**src/rtl/wd_host_driver.sv**
```systemverilog
// Host-side stimulus/capture engine for the WD core: replays one configured
// frame onto the WD input stream, then buffers the WD reply for readback.
module wd_host_driver #(
  parameter int SEND_LEN  = 8,
  parameter int MAX_BEATS = 10,
  parameter int TIMEOUT   = 1023
) (
  input  logic        clk,
  input  logic        rst,
  input  logic        cfg_we,
  input  logic [4:0]  cfg_addr,
  input  logic [4:0]  cfg_wdata,
  input  logic        start,
  output logic        busy,
  output logic        done,
  output logic        timeout,
  output logic        overflow,
  output logic        proto_err,
  output logic        in_valid,
  output logic [4:0]  keyboard,
  output logic [4:0]  answer,
  output logic [3:0]  weight,
  output logic [2:0]  match_target,
  input  logic        out_valid,
  input  logic [4:0]  result,
  input  logic [10:0] out_value,
  output logic [3:0]  beat_count,
  input  logic [3:0]  rd_idx,
  output logic [4:0]  rd_result,
  output logic [10:0] rd_value
);

  localparam int TW = $clog2(TIMEOUT + 1);
  localparam logic [3:0]    LAST_IDX = 4'(SEND_LEN - 1);
  localparam logic [3:0]    MAX_CNT  = 4'(MAX_BEATS);
  localparam logic [TW-1:0] TO_CNT   = TW'(TIMEOUT);

  typedef enum logic [2:0] {S_IDLE, S_SEND, S_WAIT, S_RECV, S_DONE} state_t;

  state_t          state_q, state_d;
  logic [3:0]      send_idx_q, send_idx_d;
  logic [TW-1:0]   wait_cnt_q, wait_cnt_d;
  logic [3:0]      beat_count_q, beat_count_d;
  logic            timeout_q, timeout_d;
  logic            overflow_q, overflow_d;
  logic            proto_err_q, proto_err_d;
  logic            in_valid_q, in_valid_d;
  logic [4:0]      keyboard_q, keyboard_d;
  logic [4:0]      answer_q, answer_d;
  logic [3:0]      weight_q, weight_d;
  logic [2:0]      match_target_q, match_target_d;

  // Frame registers (not reset)
  logic [7:0][4:0] kb_q, kb_d;
  logic [4:0][4:0] ans_q, ans_d;
  logic [4:0][3:0] wt_q, wt_d;
  logic [1:0][2:0] mt_q, mt_d;

  logic [4:0]      buf_res_q [MAX_BEATS];
  logic [10:0]     buf_val_q [MAX_BEATS];

  logic            buf_we;
  logic            load_beat;
  logic [3:0]      load_idx;
  logic [4:0]      cfg_off;

  always_comb begin
    state_d        = state_q;
    send_idx_d     = send_idx_q;
    wait_cnt_d     = wait_cnt_q;
    beat_count_d   = beat_count_q;
    timeout_d      = timeout_q;
    overflow_d     = overflow_q;
    proto_err_d    = proto_err_q;
    in_valid_d     = 1'b0;
    keyboard_d     = '0;
    answer_d       = '0;
    weight_d       = '0;
    match_target_d = '0;
    kb_d           = kb_q;
    ans_d          = ans_q;
    wt_d           = wt_q;
    mt_d           = mt_q;
    buf_we         = 1'b0;
    load_beat      = 1'b0;
    load_idx       = '0;
    cfg_off        = '0;

    if (cfg_we && state_q == S_IDLE) begin
      if (cfg_addr < 5'd8) begin
        kb_d[cfg_addr[2:0]] = cfg_wdata;
      end else if (cfg_addr < 5'd13) begin
        cfg_off = cfg_addr - 5'd8;
        ans_d[cfg_off[2:0]] = cfg_wdata;
      end else if (cfg_addr < 5'd18) begin
        cfg_off = cfg_addr - 5'd13;
        wt_d[cfg_off[2:0]] = cfg_wdata[3:0];
      end else if (cfg_addr < 5'd20) begin
        mt_d[cfg_addr[0]] = cfg_wdata[2:0];
      end
    end

    case (state_q)
      S_IDLE: begin
        if (start) begin
          state_d      = S_SEND;
          send_idx_d   = '0;
          beat_count_d = '0;
          timeout_d    = 1'b0;
          overflow_d   = 1'b0;
          proto_err_d  = 1'b0;
          load_beat    = 1'b1;
          load_idx     = '0;
        end
      end
      S_SEND: begin
        // A reply while we are still sending is a protocol violation; drop it
        if (out_valid) proto_err_d = 1'b1;
        if (send_idx_q == LAST_IDX) begin
          state_d    = S_WAIT;
          wait_cnt_d = '0;
        end else begin
          send_idx_d = send_idx_q + 4'd1;
          load_beat  = 1'b1;
          load_idx   = send_idx_q + 4'd1;
        end
      end
      S_WAIT: begin
        if (out_valid) begin
          buf_we       = 1'b1;
          beat_count_d = beat_count_q + 4'd1;
          state_d      = S_RECV;
        end else if (wait_cnt_q == TO_CNT) begin
          timeout_d = 1'b1;
          state_d   = S_DONE;
        end else begin
          wait_cnt_d = wait_cnt_q + 1'b1;
        end
      end
      S_RECV: begin
        if (out_valid) begin
          if (beat_count_q == MAX_CNT) begin
            overflow_d = 1'b1;
          end else begin
            buf_we       = 1'b1;
            beat_count_d = beat_count_q + 4'd1;
          end
        end else begin
          state_d = S_DONE;
        end
      end
      S_DONE:  state_d = S_IDLE;
      default: state_d = S_IDLE;
    endcase

    // Frame slots beyond the configured depth of each field drive zero
    if (load_beat) begin
      in_valid_d = 1'b1;
      if (load_idx < 4'd8) keyboard_d = kb_q[load_idx[2:0]];
      if (load_idx < 4'd5) begin
        answer_d = ans_q[load_idx[2:0]];
        weight_d = wt_q[load_idx[2:0]];
      end
      if (load_idx < 4'd2) match_target_d = mt_q[load_idx[0]];
    end
  end

  always_ff @(posedge clk) begin
    if (rst) begin
      state_q        <= S_IDLE;
      send_idx_q     <= '0;
      wait_cnt_q     <= '0;
      beat_count_q   <= '0;
      timeout_q      <= 1'b0;
      overflow_q     <= 1'b0;
      proto_err_q    <= 1'b0;
      in_valid_q     <= 1'b0;
      keyboard_q     <= '0;
      answer_q       <= '0;
      weight_q       <= '0;
      match_target_q <= '0;
    end else begin
      state_q        <= state_d;
      send_idx_q     <= send_idx_d;
      wait_cnt_q     <= wait_cnt_d;
      beat_count_q   <= beat_count_d;
      timeout_q      <= timeout_d;
      overflow_q     <= overflow_d;
      proto_err_q    <= proto_err_d;
      in_valid_q     <= in_valid_d;
      keyboard_q     <= keyboard_d;
      answer_q       <= answer_d;
      weight_q       <= weight_d;
      match_target_q <= match_target_d;
    end
  end

  always_ff @(posedge clk) begin
    kb_q  <= kb_d;
    ans_q <= ans_d;
    wt_q  <= wt_d;
    mt_q  <= mt_d;
  end

  always_ff @(posedge clk) begin
    if (buf_we && !rst) begin
      buf_res_q[beat_count_q] <= result;
      buf_val_q[beat_count_q] <= out_value;
    end
  end

  assign busy         = (state_q == S_SEND) || (state_q == S_WAIT) || (state_q == S_RECV);
  assign done         = (state_q == S_DONE);
  assign timeout      = timeout_q;
  assign overflow     = overflow_q;
  assign proto_err    = proto_err_q;
  assign in_valid     = in_valid_q;
  assign keyboard     = keyboard_q;
  assign answer       = answer_q;
  assign weight       = weight_q;
  assign match_target = match_target_q;
  assign beat_count   = beat_count_q;
  assign rd_result    = (rd_idx < MAX_CNT) ? buf_res_q[rd_idx] : '0;
  assign rd_value     = (rd_idx < MAX_CNT) ? buf_val_q[rd_idx] : '0;

endmodule

```
**config.mk**
```make
export PLATFORM = sky130hd
export DESIGN_NAME = wd_host_driver
export DESIGN_NICKNAME = d
export VERILOG_FILES = /design/src/rtl/wd_host_driver.sv
export SDC_FILE = /design/constraint.sdc
export NUM_CORES = 1
export LEC_CHECK = 0
export ABC_AREA = 1
export CAP_MARGIN = 10
export CORE_AREA = 2 2 147 149
export DETAILED_ROUTE_END_ITERATION = 12
export DIE_AREA = 0 0 149 151
export PLACE_DENSITY = 0.83
export SETUP_SLACK_MARGIN = 0.1
export SYNTH_ARGS = -nofsm -noshare
export SYNTH_HDL_FRONTEND = slang
export SYNTH_SLANG_ARGS = --single-unit
```
**constraint.sdc**
```tcl
create_clock -name clk -period 3.34 [get_ports clk]
set_input_delay 1.002 -clock clk [delete_from_list [all_inputs] [get_ports clk]]
set_output_delay 1.002 -clock clk [all_outputs]
set_load 0.01 [all_outputs]
```
==> results.yml <==
placed_design:
  pre_cts_ws_ps: -720.1
  dp_hpwl_um: 17060
  gp_congestion: 0.8413
  buffer_ports.inserted: 77
clock_network:
  cts.reportedPaths.clkPinSlew_ps: 60
  worstSkewPairLatency_ps: 540
  tritoncts: "yes"
  clock_sinks: 293
  cts.hold.buffers_added: 0
  clock_tree.buffer_depth: 3
  master_cell_of_the_clock_root_buffer: "clkbuf_16"
  cts-buffers-inserted: 30
  htreeDepth: 1
sta:
  fin_skew_ps: 9.684
  rsz0062_at_grt: "true"
  finalSetupViolCount: 0
  final.setup.worst_slack_ps: 127.2
  tightestPinTransition_ps: 892.1
  hold_viol_final: 0
  layout_worst_path_cycle_share_pct: 96.19
  relSlewSlack_pct: 40.31
  report.final.slew_viol_count: 0
  final.min_clock_period_ps: 3213
  top_achievable_clock_speed_ghz: 0.3113
  timing.setup.tns_ps: 0
global_routing:
  grt_pass1_vias: 8508
  first_pass_grt_wire_length_um: 42550
  globalRouteTotalUtil_pct: 24.11
  initial_antenna_violation_count: 1
  grt.overflow.total: 0
  grt_max_degree: 48
drt:
  detail-route-antenna-nets: 0
  total_via_count_after_detailed_routing: 8737
  totalWireLength_um: 27300
  avgViaCountPerCell: 5.604
  average_routed_wire_per_standard_cell_um: 17.51
  drt-initial-drc-count: 753
  drt-pass1-iter-count: 6
  remaining_drc_errors: 0
hold_path:
  worstHoldPathType: "reg -> reg"
die:
  rows: 53
  die_w_um: 149
  fp.coreArea_um2: 20820
  die-area_um2: 22500
  floorplan.io_pins: 78
  start_util_pct: 58.69
  chipHeight_um: 151
synthesis:
  yosysWarnings: 0
  synth.top_cell.area_share_pct: 61.68
  ys_top_cells_by_area: "edfxtp_1, nand2_1, dfxtp_1, nor2_1, nand3_1"
  post_synth_instance_area_um2: 12220
  synth_top_cell_by_area: "edfxtp_1"
  synth_nets: 1176
  synth.avg_cell_area_um2: 10.78
  synth.lib_cells_used.distinct: 34
  share_of_the_yosys_chip_area_belonging_to_registers_pct: 68.56
  syn_inst: 1134
  ys_ff_latch: 293
flow_run:
  max-cap-violations: 0
status:
  run_status: "completed"
critical_path:
  crit_required_ps: 2340
  critical_path.startpoint_type: "input port"
  critical_path.cell_chain: "buf_4 -> clkinv_8 -> buf_12 -> nor2_1 -> nor2_1 -> o21ai_0 -> o21ai_0 -> o21ai_1 -> a21oi_1 -> buf_2"
  max_stage_delay_ps: 170
  type_of_destination_of_the_critical_path: "output pin"
  crit_slowest_cell: "o21ai_1"
  worst-setup-path-type: "in -> out"
  cp_max_fanout: 14
  worst-endpoint-arrival_ps: 2210
final_layout:
  commonest_non_fill_non_tap_cells_in_the_layout: "edfxtp_1, nand2_1, nor2_1, inv_1, nand3_1"
  final_nets: 1302
  area_growth_syn_to_layout_pct: 20.60
  layout_commonest_cell: "edfxtp_1"
  drive_above_1_share_pct: 11.61
power:
  power.static_leakage_nw: 5.531
  power_density_nw_per_um2: 625.6
  worst_ir_drop_vdd_mv: 0.4640
==> through the flow <==
stage                     area [um2]  cells  total power [mW]  hold slack [ps]  utilization (%)
after floorplan                12220   1134             5.420            469.4                -
after global placement         13720   1499             6.020            441.5            65.91
after detailed placement       13720   1499             6.082            452.3            65.91
after CTS                      14690   1555             9.236            461.8            70.57
after global routing           14740   1559             9.619            482.4            70.78
final                          14740   1559             9.220            459.6            70.78
==> final timing paths <==
| check | to | start | slack, ps | cells after the start |
|---|---|---|---|---|
| hold reg to reg | overflow | overflow | 460 | 2 |
| setup / recovery | rd_result[4] | rd_idx[0] | 130 | 10 |
| setup reg to reg | keyboard[0] | send_idx_q[0] | 890 | 10 |
| hold / removal | overflow | overflow | 460 | 2 |
==> report_power, final <==
group | switching, mW | internal, mW
clock | 1.32 | 1.87
sequential | 0.0865 | 4.13
combinational | 1.16 | 0.650
==> state kept, by name, indices dropped and copies added, names as in the netlist <==
| name | flops |
|---|---|
| ans_q | 25 |
| answer | 5 |
| beat_count | 4 |
| buf_res_q | 50 |
| buf_val_q | 110 |
| in_valid | 1 |
| kb_q | 40 |
| keyboard | 5 |
| match_target | 3 |
| mt_q | 6 |
| overflow | 1 |
| proto_err | 1 |
| send_idx_q | 4 |
| state_q | 3 |
| timeout | 1 |
| wait_cnt_q | 10 |
| weight | 4 |
| wt_q | 20 |
==> synth_stat cells <==
cell,count
o2111ai_1,1
a21oi_1,45
buf_2,16
clkinv_1,2
buf_1,2
inv_2,2
a31oi_1,18
o21ai_0,74
ha_1,7
o211ai_1,20
nor2_1,146
o21ai_1,1
nand3_1,88
nand2_2,4
nor2_2,3
nor3_1,11
edfxtp_1,251
nand4_1,6
xnor2_1,2
nand3_2,2
nand2_1,231
xor2_1,4
nor3b_1,1
and3_1,1
buf_4,4
nor2_4,3
nand3b_1,16
clkbuf_1,24
buf_6,1
dfxtp_1,42
nor3_4,1
nor4_1,1
o31ai_1,1
inv_1,103
==> cell families after synthesis <==
family	after synthesis	share of synthesized area, %
AOI/OAI and AO/OA	160	7.198
xor gates and xnor gates	6	0.4300
adders and majority gates	7	0.7167
buffers and inverters	154	5.078
DFF	293	68.56
and+or+nand+nor	514	18.02
==> cell type report <==
class / count / area (um2)
diodes: 1 / 2.502
clock buffers: 36 / 773.2
clock inverters: 19 / 173.9
fillers: 1413 / 6085
inverters: 107 / 416.7
multi-input cells: 687 / 3256
flip-flops and latches: 293 / 8378
well taps: 275 / 344.1
repair buffers: 141 / 1394
==> critical path: cells and delay by family <==
kind	cells	cell delay (ps)
buf+inv	4	560
simple gates	2	130
compound gates	4	520
==> what timing repair did <==
| action | CTS | global route |
|---|---|---|
| gates cloned | 1 | 1 |
| pin swaps | 0 | 5 |
| endpoints found under the setup margin | 16 | 15 |
| setup buffers | 0 | 2 |
| resized for setup | 86 | 19 |
==> metal layers <==
metal / track usage, % / share of wire, % / vias to the layer above
met2: 43.04 / 52 / 367
met3: 3.373 / 7.3 / 65
li1: - / - / 4149
met4: 8.619 / 2.4 / 0
met5: 0 / 0 / -
met1: 30.26 / 39 / 4156
(Power assumes the default switching activity.)
